--- src/rtl/alu_pkg.sv ---
// ALU op codes and sequencer state encoding shared by the ALU, the sequencer and benches.
// No logic; constants and types only.
// Op code values match the ALU decoder; unknown codes are passed through untouched.
package alu_pkg;

    localparam logic [5:0] ALU_ADD = 6'b100000;
    localparam logic [5:0] ALU_SUB = 6'b100010;
    localparam logic [5:0] ALU_AND = 6'b100100;
    localparam logic [5:0] ALU_OR  = 6'b100101;
    localparam logic [5:0] ALU_XOR = 6'b100110;
    localparam logic [5:0] ALU_SRA = 6'b000011;
    localparam logic [5:0] ALU_SRL = 6'b000010;
    localparam logic [5:0] ALU_NOR = 6'b100111;

    // Flag states are only reachable when ALU_IF_FLAGS_EN is defined
    typedef enum logic [2:0] {
        ST_WAIT_A      = 3'd0,
        ST_WAIT_B      = 3'd1,
        ST_WAIT_OP     = 3'd2,
        ST_EXEC        = 3'd3,
        ST_SEND_RES    = 3'd4,
        ST_WAIT_TX     = 3'd5,
        ST_SEND_FLG    = 3'd6,
        ST_WAIT_TX_FLG = 3'd7
    } alu_if_state_t;

endpackage

--- src/rtl/alu_uart_interface.sv ---
// Sequencer: three UART bytes (A, B, op) into the ALU, result (and optionally flags) back to UART tx.
// Latency: op byte i_rx_done in cycle N -> o_tx_start pulse in cycle N+2.
// Backpressure: rx bytes arriving while busy are dropped; each tx byte waits for i_tx_done.
// Optional macro ALU_IF_FLAGS_EN: send a second byte {0.., carry, zero} after the result.
module alu_uart_interface
    import alu_pkg::*;
#(
    parameter int NB_DATA    = 8,
    parameter int NB_OP_CODE = 6
) (
    input  logic                  i_clock,
    input  logic                  i_reset,
    input  logic [NB_DATA-1:0]    i_rx_data,
    input  logic                  i_rx_done,
    input  logic [NB_DATA-1:0]    i_alu_result,
    input  logic                  i_alu_zero,
    input  logic                  i_alu_carry,
    input  logic                  i_tx_done,
    output logic [NB_DATA-1:0]    o_data_a,
    output logic [NB_DATA-1:0]    o_data_b,
    output logic [NB_OP_CODE-1:0] o_op_code,
    output logic [NB_DATA-1:0]    o_tx_data,
    output logic                  o_tx_start,
    output logic                  o_busy
);

    alu_if_state_t          state_q, state_d;
    logic [NB_DATA-1:0]     data_a_q;
    logic [NB_DATA-1:0]     data_b_q;
    logic [NB_OP_CODE-1:0]  op_code_q;
    logic [NB_DATA-1:0]     tx_data_q;
    logic                   tx_start_q;

`ifdef ALU_IF_FLAGS_EN
    logic                   carry_q;
    logic                   zero_q;
`else
    // Flag inputs have no consumer in the result-only build
    logic                   unused_flags;
    assign unused_flags = ^{i_alu_carry, i_alu_zero};
`endif

    // Next-state logic: byte collection, execute, then one handshake per transmitted byte
    always_comb begin
        state_d = state_q;
        case (state_q)
            ST_WAIT_A:   if (i_rx_done) state_d = ST_WAIT_B;
            ST_WAIT_B:   if (i_rx_done) state_d = ST_WAIT_OP;
            ST_WAIT_OP:  if (i_rx_done) state_d = ST_EXEC;
            ST_EXEC:     state_d = ST_SEND_RES;
            // tx_done coinciding with the start pulse belongs to no byte of ours
            ST_SEND_RES: state_d = ST_WAIT_TX;
`ifdef ALU_IF_FLAGS_EN
            ST_WAIT_TX:     if (i_tx_done) state_d = ST_SEND_FLG;
            ST_SEND_FLG:    state_d = ST_WAIT_TX_FLG;
            ST_WAIT_TX_FLG: if (i_tx_done) state_d = ST_WAIT_A;
`else
            ST_WAIT_TX:  if (i_tx_done) state_d = ST_WAIT_A;
`endif
            default:     state_d = ST_WAIT_A;
        endcase
    end

    // State register; reset aborts any command including one mid-transmit
    always_ff @(posedge i_clock) begin
        if (i_reset) begin
            state_q <= ST_WAIT_A;
        end else begin
            state_q <= state_d;
        end
    end

    // Operand capture, result/flag capture and tx byte/start generation
    always_ff @(posedge i_clock) begin
        if (i_reset) begin
            data_a_q   <= '0;
            data_b_q   <= '0;
            op_code_q  <= '0;
            tx_data_q  <= '0;
            tx_start_q <= 1'b0;
`ifdef ALU_IF_FLAGS_EN
            carry_q    <= 1'b0;
            zero_q     <= 1'b0;
`endif
        end else begin
            tx_start_q <= 1'b0;
            case (state_q)
                ST_WAIT_A:  if (i_rx_done) data_a_q  <= i_rx_data;
                ST_WAIT_B:  if (i_rx_done) data_b_q  <= i_rx_data;
                ST_WAIT_OP: if (i_rx_done) op_code_q <= i_rx_data[NB_OP_CODE-1:0];
                // Operands have been stable for a full cycle; load the tx byte so it is
                // already valid in the cycle the start pulse is seen
                ST_EXEC: begin
                    tx_data_q  <= i_alu_result;
                    tx_start_q <= 1'b1;
`ifdef ALU_IF_FLAGS_EN
                    carry_q    <= i_alu_carry;
                    zero_q     <= i_alu_zero;
`endif
                end
`ifdef ALU_IF_FLAGS_EN
                ST_WAIT_TX: begin
                    if (i_tx_done) begin
                        tx_data_q  <= {{(NB_DATA-2){1'b0}}, carry_q, zero_q};
                        tx_start_q <= 1'b1;
                    end
                end
`endif
                default: ;
            endcase
        end
    end

    assign o_data_a   = data_a_q;
    assign o_data_b   = data_b_q;
    assign o_op_code  = op_code_q;
    assign o_tx_data  = tx_data_q;
    assign o_tx_start = tx_start_q;
    assign o_busy     = !(state_q inside {ST_WAIT_A, ST_WAIT_B, ST_WAIT_OP});

endmodule
--- config.mk ---
export PLATFORM = sky130hd
export DESIGN_NAME = alu_uart_interface
export DESIGN_NICKNAME = d
export VERILOG_FILES = /design/src/rtl/alu_pkg.sv /design/src/rtl/alu_uart_interface.sv
export SDC_FILE = /design/constraint.sdc
export NUM_CORES = 1
export LEC_CHECK = 0
export ABC_CLOCK_PERIOD_IN_PS = 2570
export CORE_AREA = 2 2 73 47
export CTS_BUF_LIST = sky130_fd_sc_hd__clkbuf_16
export DETAILED_ROUTE_END_ITERATION = 8
export DIE_AREA = 0 0 75 49
export PLACE_DENSITY = 0.84
export SLEW_MARGIN = 20
export SYNTH_ARGS = -nofsm -noshare
export SYNTH_HDL_FRONTEND = slang
export SYNTH_SLANG_ARGS = --single-unit
--- constraint.sdc ---
create_clock -name i_clock -period 2.57 [get_ports i_clock]
set_input_delay 0.257 -clock i_clock [delete_from_list [all_inputs] [get_ports i_clock]]
set_output_delay 0.257 -clock i_clock [all_outputs]
set_load 0.005 [all_outputs]
==> results.py, run 1 <==
metrics = {
    "place": {
        "dp_hpwl_mm": 2.13,
        "place.gp.congestion": 0.698,
        "portBuffers": 51,
        "pre_cts_ws_ps": 866,
    },
    "die": {
        "core.rowCount": 16,
        "die_x_um": 75,
        "pin_count": 54,
        "dieArea_um2": 3680,
        "design.core.area_um2": 3060,
        "start_util": 0.424,
        "fp.dieH_um": 49,
    },
    "final_layout": {
        "fill_cells": 246,
        "n_antenna_cell": 0,
        "final_layout_size_suffix_gt1_frac": 0.0734,
        "area_growth_pct": 50.9,
        "postLayoutCoreUtil": 0.640,
        "nNetsFinal": 199,
    },
    "logic_synthesis": {
        "yosys_warnings": 0,
        "synth_area_leaders": "dfxtp_1 (52%), mux2i_1 (17%), nor2_1 (6.6%)",
        "avgSynthCellArea_um2": 10.1,
        "synth_top_cell_by_area": "dfxtp_1",
        "yosysUniqueCellTypes": 20,
        "ys_seq_area_frac": 0.524,
        "ys_ff_latch": 34,
        "syn-instance-count": 129,
        "synth.cell_area_um2": 1300,
        "synth_nets": 151,
        "synth_top_area_frac": 0.524,
    },
    "cts": {
        "cts_setup_buffers": 0,
        "clock_sinks": 34,
        "clkSlewWorstSetupHoldPaths_ps": 50,
        "clockBufferDepth": 2,
        "cts_hold_buf": 0,
        "cts_root_buffer": "clkbuf_16",
        "cts_max_level": 2,
        "cts_tree": "built",
        "clock_latency_ps": 280,
        "cts_buffers": 5,
        "ctsResizeCount": 0,
    },
    "sta": {
        "worst_pin_slew_ps": 577,
        "fmax_ghz": 0.574,
        "final.period_utilization": 0.678,
        "skew_ps": 3.52,
        "setup_viol": 0,
        "fin_crit_ps": 1740,
        "fin_setup_tns_ps": 0,
        "hold_violations": 0,
        "slew_violations": 0,
        "setup_slack_ps": 829,
        "rsz0062_at_grt": "no",
        "whs_ps": 460,
        "slew-limit-headroom": 0.614,
    },
    "route": {
        "viasPerCell": 4.76,
        "drc": 0,
        "first_iter_violations": 44,
        "drtAntennaViolNets": 0,
        "drt_pass1_iterations": 4,
        "wl_per_cell_um": 13.7,
        "drt_wl_total_mm": 3.04,
        "vias": 1056,
    },
    "worst_setup_path": {
        "crit_path_start_kind": "register",
        "cp.required_ps": 2310,
        "critPathCaptureType": "primary output",
        "reg2reg_to": "o_tx_data[3]$_SDFFE_PP0P_",
        "crit_type": "reg -> out",
        "ff2ff_path_depth": 3,
        "critical_path.max_fanout": 11,
        "arrival_ps": 1480,
        "ff2ff_setup_slack_ps": 1060,
        "r2r-start": "state_q[0]$_SDFFE_PP0P_",
    },
    "power_and_ir_drop": {
        "p_seq_frac": 0.416,
        "peakVddDrop_mv": 0.442,
        "clkPwrFrac": 0.481,
        "p_comb_frac": 0.103,
        "power_leakage_nw": 0.764,
        "p_switching_w": 0.000278,
        "sw_frac_of_total": 0.205,
        "pwr_density_cell_nw_per_um2": 694,
        "p_int_w": 0.00108,
    },
    "grt": {
        "grt_pass1_wl_mm": 4.89,
        "grt_max_degree": 35,
        "grt_pass1_vias": 1055,
        "grt_util_all_layers": 0.183,
        "antenna_found_initial": 0,
        "gr-total-overflow": 0,
    },
    "run": {
        "max_cap_viol_count": 0,
    },
    "hold_path": {
        "hold_depth": 2,
        "hp-class": "reg -> reg",
        "worstHoldStart": "o_data_a[7]$_SDFFE_PP0P_",
        "holdPathEnd": "o_data_a[7]$_SDFFE_PP0P_",
    },
    "run_status": {
        "status": "finished clean",
    },
}
==> power by group through the flow <==
stage | Sequential [W] | Clock (W) | Combinational [W]
2_1_floorplan | 0.000570 | 0 | 0.0000718
3_3_place_gp | 0.000574 | 0 | 0.000136
3_5_place_dp | 0.000576 | 0 | 0.000140
4_1_cts | 0.000566 | 0.000666 | 0.000142
5_1_grt | 0.000568 | 0.000688 | 0.000153
6_report | 0.000566 | 0.000654 | 0.000140
==> synth_stat cells <==
master,n
nor2_1,23
or4b_4,1
clkbuf_1,2
buf_2,3
nand3b_1,2
nand2_1,17
a31oi_1,1
and4bb_2,2
a211oi_1,1
or4b_1,1
a21oi_1,10
clkbuf_2,1
nand2b_1,1
buf_6,2
dfxtp_1,34
a21o_2,1
buf_4,3
mux2i_1,22
or3b_2,1
nor4b_4,1
==> registers in the layout (all words and copies together), names as in the netlist <==
name and cells:
o_data_a 8, o_data_b 8, o_op_code 6, o_tx_data 8, o_tx_start 1, state_q 3
==> metal layers <==
layer / share of wire / global-route usage / wire length [um] / vias to the layer above
li1: - / - / - / 527
met1: 0.44 / 0.215 / 1340 / 489
met2: 0.47 / 0.285 / 1430 / 33
met3: 0.064 / 0.0661 / 195 / 7
met4: 0.028 / 0.107 / 85 / 0
met5: 0 / 0 / 0 / -
==> through the flow <==
step	cell area (um2)	power [W]	std cells
detailed placement	1800	0.000716	215
global placement	1800	0.000710	215
CTS	1960	0.00137	222
floorplan	1300	0.000642	129
global route	1960	0.00141	222
finish	1960	0.00136	222
==> kinds of logic (layout without fill, tap and decap cells) <==
logic type	after synthesis	after routing	share of synthesized area
muxes	22	22	0.170
and+or+nand+nor	49	49	0.195
AOI/OAI and AO/OA	13	13	0.0559
DFF	34	34	0.524
buffers and inverters	11	59	0.0559
==> cell type report <==
class                           instances  area (um2)  share of cell area
Clock buffer                            5         125              0.0639
Sequential cell                        34         681               0.347
Clock inverter                          2        33.8              0.0172
Tap cell                               45        56.3              0.0287
Multi-Input combinational cell         84         546               0.278
Timing Repair Buffer                   52         518               0.264
==> cell usage in the layout (no fill, tap or decap), drive strengths merged <==
cell	count
a211oi	1
a21o	1
a21oi	10
a31oi	1
and4bb	2
buf	1
bufinv	1
clkbuf	5
clkdlybuf4s50	51
clkinv	1
dfxtp	34
mux2i	22
nand2	17
nand2b	1
nand3b	2
nor2	23
nor4b	1
or3b	1
or4b	2
==> critical path: stages (launching register included) <==
cell	delay, ps
dfxtp_1	540
a21o_2	180
clkdlybuf4s50_1	490
==> worst max-delay path by stage <==
stage / startpoint / to / slack [ps] / cells past startpoint
global placement: i_rx_done / o_data_b[6]$_SDFFE_PP0P_ / 910 / 4
finish: state_q[0]$_SDFFE_PP0P_ / o_busy / 830 / 2
CTS: state_q[0]$_SDFFE_PP0P_ / o_busy / 830 / 2
floorplan: state_q[2]$_SDFFE_PP0P_ / o_data_a[0]$_SDFFE_PP0P_ / 1270 / 5
detailed placement: i_rx_done / o_data_b[0]$_SDFFE_PP0P_ / 870 / 4
global route: state_q[0]$_SDFFE_PP0P_ / o_busy / 750 / 2
No activity file was read; power rests on OpenSTA's default activity.
==> inputs of run 2 (changes only) <==
- ABC_CLOCK_PERIOD_IN_PS: 2570 -> 1750
- CORE_AREA: 2 2 73 47 -> 2 2 76 49
- DIE_AREA: 0 0 75 49 -> 0 0 78 51
- PLACE_DENSITY: 0.84 -> 0.78
- clock period: 2.57 -> 1.75 ns (I/O delays scaled with it)
==> run 2 against run 1 <==
Compared with the run above:
- sequential share of layout area up 0.34 points
- critical endpoint unchanged
- total power up 35%
- final cell count up 1.4%
- sequential power up 47%
- cell area down 0.96%
- non-clock buffer count unchanged
- largest power group is now registers
- hold slack worse by 4.3 ps
- clock skew about the same
- highest routed layer unchanged
==> results.py, run 2 (synthesis results as in run 1) <==
metrics = {
    "run_status": {
        "status": "finished clean",
    },
    "route": {
        "vias": 1050,
        "drt_pass1_iterations": 4,
        "first_iter_violations": 73,
        "drtAntennaViolNets": 0,
        "drt_wl_total_mm": 3.02,
        "drc": 0,
        "viasPerCell": 4.67,
        "wl_per_cell_um": 13.4,
    },
    "sta": {
        "fin_setup_tns_ps": 0,
        "skew_ps": 3.51,
        "slew-limit-headroom": 0.620,
        "rsz0062_at_grt": "no",
        "whs_ps": 456,
        "slew_violations": 0,
        "fmax_ghz": 0.607,
        "final.period_utilization": 0.941,
        "hold_violations": 0,
        "fin_crit_ps": 1650,
        "worst_pin_slew_ps": 568,
        "setup_viol": 0,
    },
    "final_layout": {
        "final_cell_mix": "clkdlybuf4s50_1 (51), dfxtp_1 (34), nor2_1 (23)",
        "nNetsFinal": 199,
        "area_growth_pct": 49.4,
        "fill_cells": 302,
        "n_antenna_cell": 0,
        "final_layout_size_suffix_gt1_frac": 0.0730,
        "postLayoutCoreUtil": 0.570,
        "final_common_cell": "clkdlybuf4s50_1",
    },
    "die": {
        "start_util": 0.382,
        "dieArea_um2": 3980,
        "die_x_um": 78,
        "fp.dieH_um": 51,
        "pin_count": 54,
        "core.rowCount": 17,
        "design.core.area_um2": 3400,
    },
    "power_and_ir_drop": {
        "pwr_density_cell_nw_per_um2": 947,
        "peakVddDrop_mv": 0.618,
        "power_leakage_nw": 0.759,
    },
    "worst_setup_path": {
        "critPathCaptureType": "primary output",
        "cp.required_ps": 1570,
        "critPathMaxStageDelay_ps": 530,
        "ff2ff_path_depth": 3,
        "critPathLaunch": "state_q[0]$_SDFFE_PP0P_",
        "path_cells": "a21o_2, clkdlybuf4s50_1",
        "r2r-start": "state_q[0]$_SDFFE_PP0P_",
        "arrival_ps": 1470,
        "critical_path.max_fanout": 11,
        "reg2reg_to": "o_tx_data[1]$_SDFFE_PP0P_",
        "slowest_stage": "dfxtp_1",
        "crit_type": "reg -> out",
        "crit_path_start_kind": "register",
        "critPathCapture": "o_busy",
        "ff2ff_setup_slack_ps": 250,
    },
    "cts": {
        "ctsResizeCount": 0,
        "clock_sinks": 34,
        "clkSlewWorstSetupHoldPaths_ps": 50,
        "clockBufferDepth": 2,
        "cts_hold_buf": 0,
        "cts_buffers": 5,
        "cts_max_level": 2,
        "cts_root_buffer": "clkbuf_16",
        "cts_tree": "built",
        "cts_setup_buffers": 0,
        "clock_latency_ps": 270,
    },
    "grt": {
        "grt_util_all_layers": 0.167,
        "antenna_found_initial": 0,
        "grt_pass1_wl_mm": 4.96,
        "gr-total-overflow": 0,
        "grt_pass1_vias": 1040,
        "grt_max_degree": 35,
    },
    "hold_path": {
        "hp-class": "reg -> reg",
    },
    "run": {
        "max_cap_viol_count": 0,
    },
    "place": {
        "dp_hpwl_mm": 2.15,
        "portBuffers": 51,
        "place.gp.congestion": 0.707,
    },
}
[run 2: changes by cell type in the layout (fill, tap and decap cells not counted), sizes merged]
cell,change
bufinv,-1
clkinv,+1
inv,+1
[run 2: worst min path at each step]
stage	from	to	slack, ps	cells past startpoint
after CTS	o_data_a[4]$_SDFFE_PP0P_	o_data_a[4]$_SDFFE_PP0P_	460	2
final	o_data_a[7]$_SDFFE_PP0P_	o_data_a[7]$_SDFFE_PP0P_	460	2
after floorplan	i_rx_data[0]	o_data_a[0]$_SDFFE_PP0P_	310	2
after global routing	o_data_a[6]$_SDFFE_PP0P_	o_data_a[6]$_SDFFE_PP0P_	480	2
after global placement	o_data_a[0]$_SDFFE_PP0P_	o_data_a[0]$_SDFFE_PP0P_	440	2
after detailed placement	o_data_a[2]$_SDFFE_PP0P_	o_data_a[2]$_SDFFE_PP0P_	450	2
[run 2: power by group]
group	switching, W	total [W]	internal [W]
registers	0.0000247	0.000831	0.000806
clock network	0.000289	0.000801	0.000513
logic	0.0000811	0.000206	0.000125
[run 2: cell type report]
class	count	area (um2)	share of cell area
sequential	34	681	0.351
clock inverter	3	12.5	0.00645
multi-input combinational	84	546	0.281
clock buffer	5	125	0.0645
tap	47	58.8	0.0303
timing repair buffer	52	518	0.267
[run 2: per-layer routing]
layer	part of all wire	up-vias	GRT usage
met5	0	-	0
met4	0.0076	0	0.0614
met3	0.066	2	0.0777
met2	0.48	29	0.256
met1	0.45	495	0.207
li1	-	524	-
[run 2: critical path: cells and delay by family, from the launching register on]
kind | cells | cell delay [ps]
AOI/OAI and AO/OA | 1 | 180
buffers and inverters | 1 | 490
DFF | 1 | 530
[run 2: metrics by stage]
stage / instances / setup WS (ps) / instance area [um2] / power [W]
CTS: 225 / 99.1 / 1940 / 0.00186
global placement: 217 / 162 / 1800 / 0.00104
finish: 225 / 103 / 1940 / 0.00184
detailed placement: 217 / 86.5 / 1800 / 0.00105
floorplan: 129 / 455 / 1300 / 0.000943
global route: 225 / 29.5 / 1940 / 0.00193
==> inputs of run 3 (changes only) <==
- GPL_TIMING_DRIVEN: unset -> 1
==> results of run 3 <==
Same layout as run 2: the final DEF is identical, and so are final timing and power.
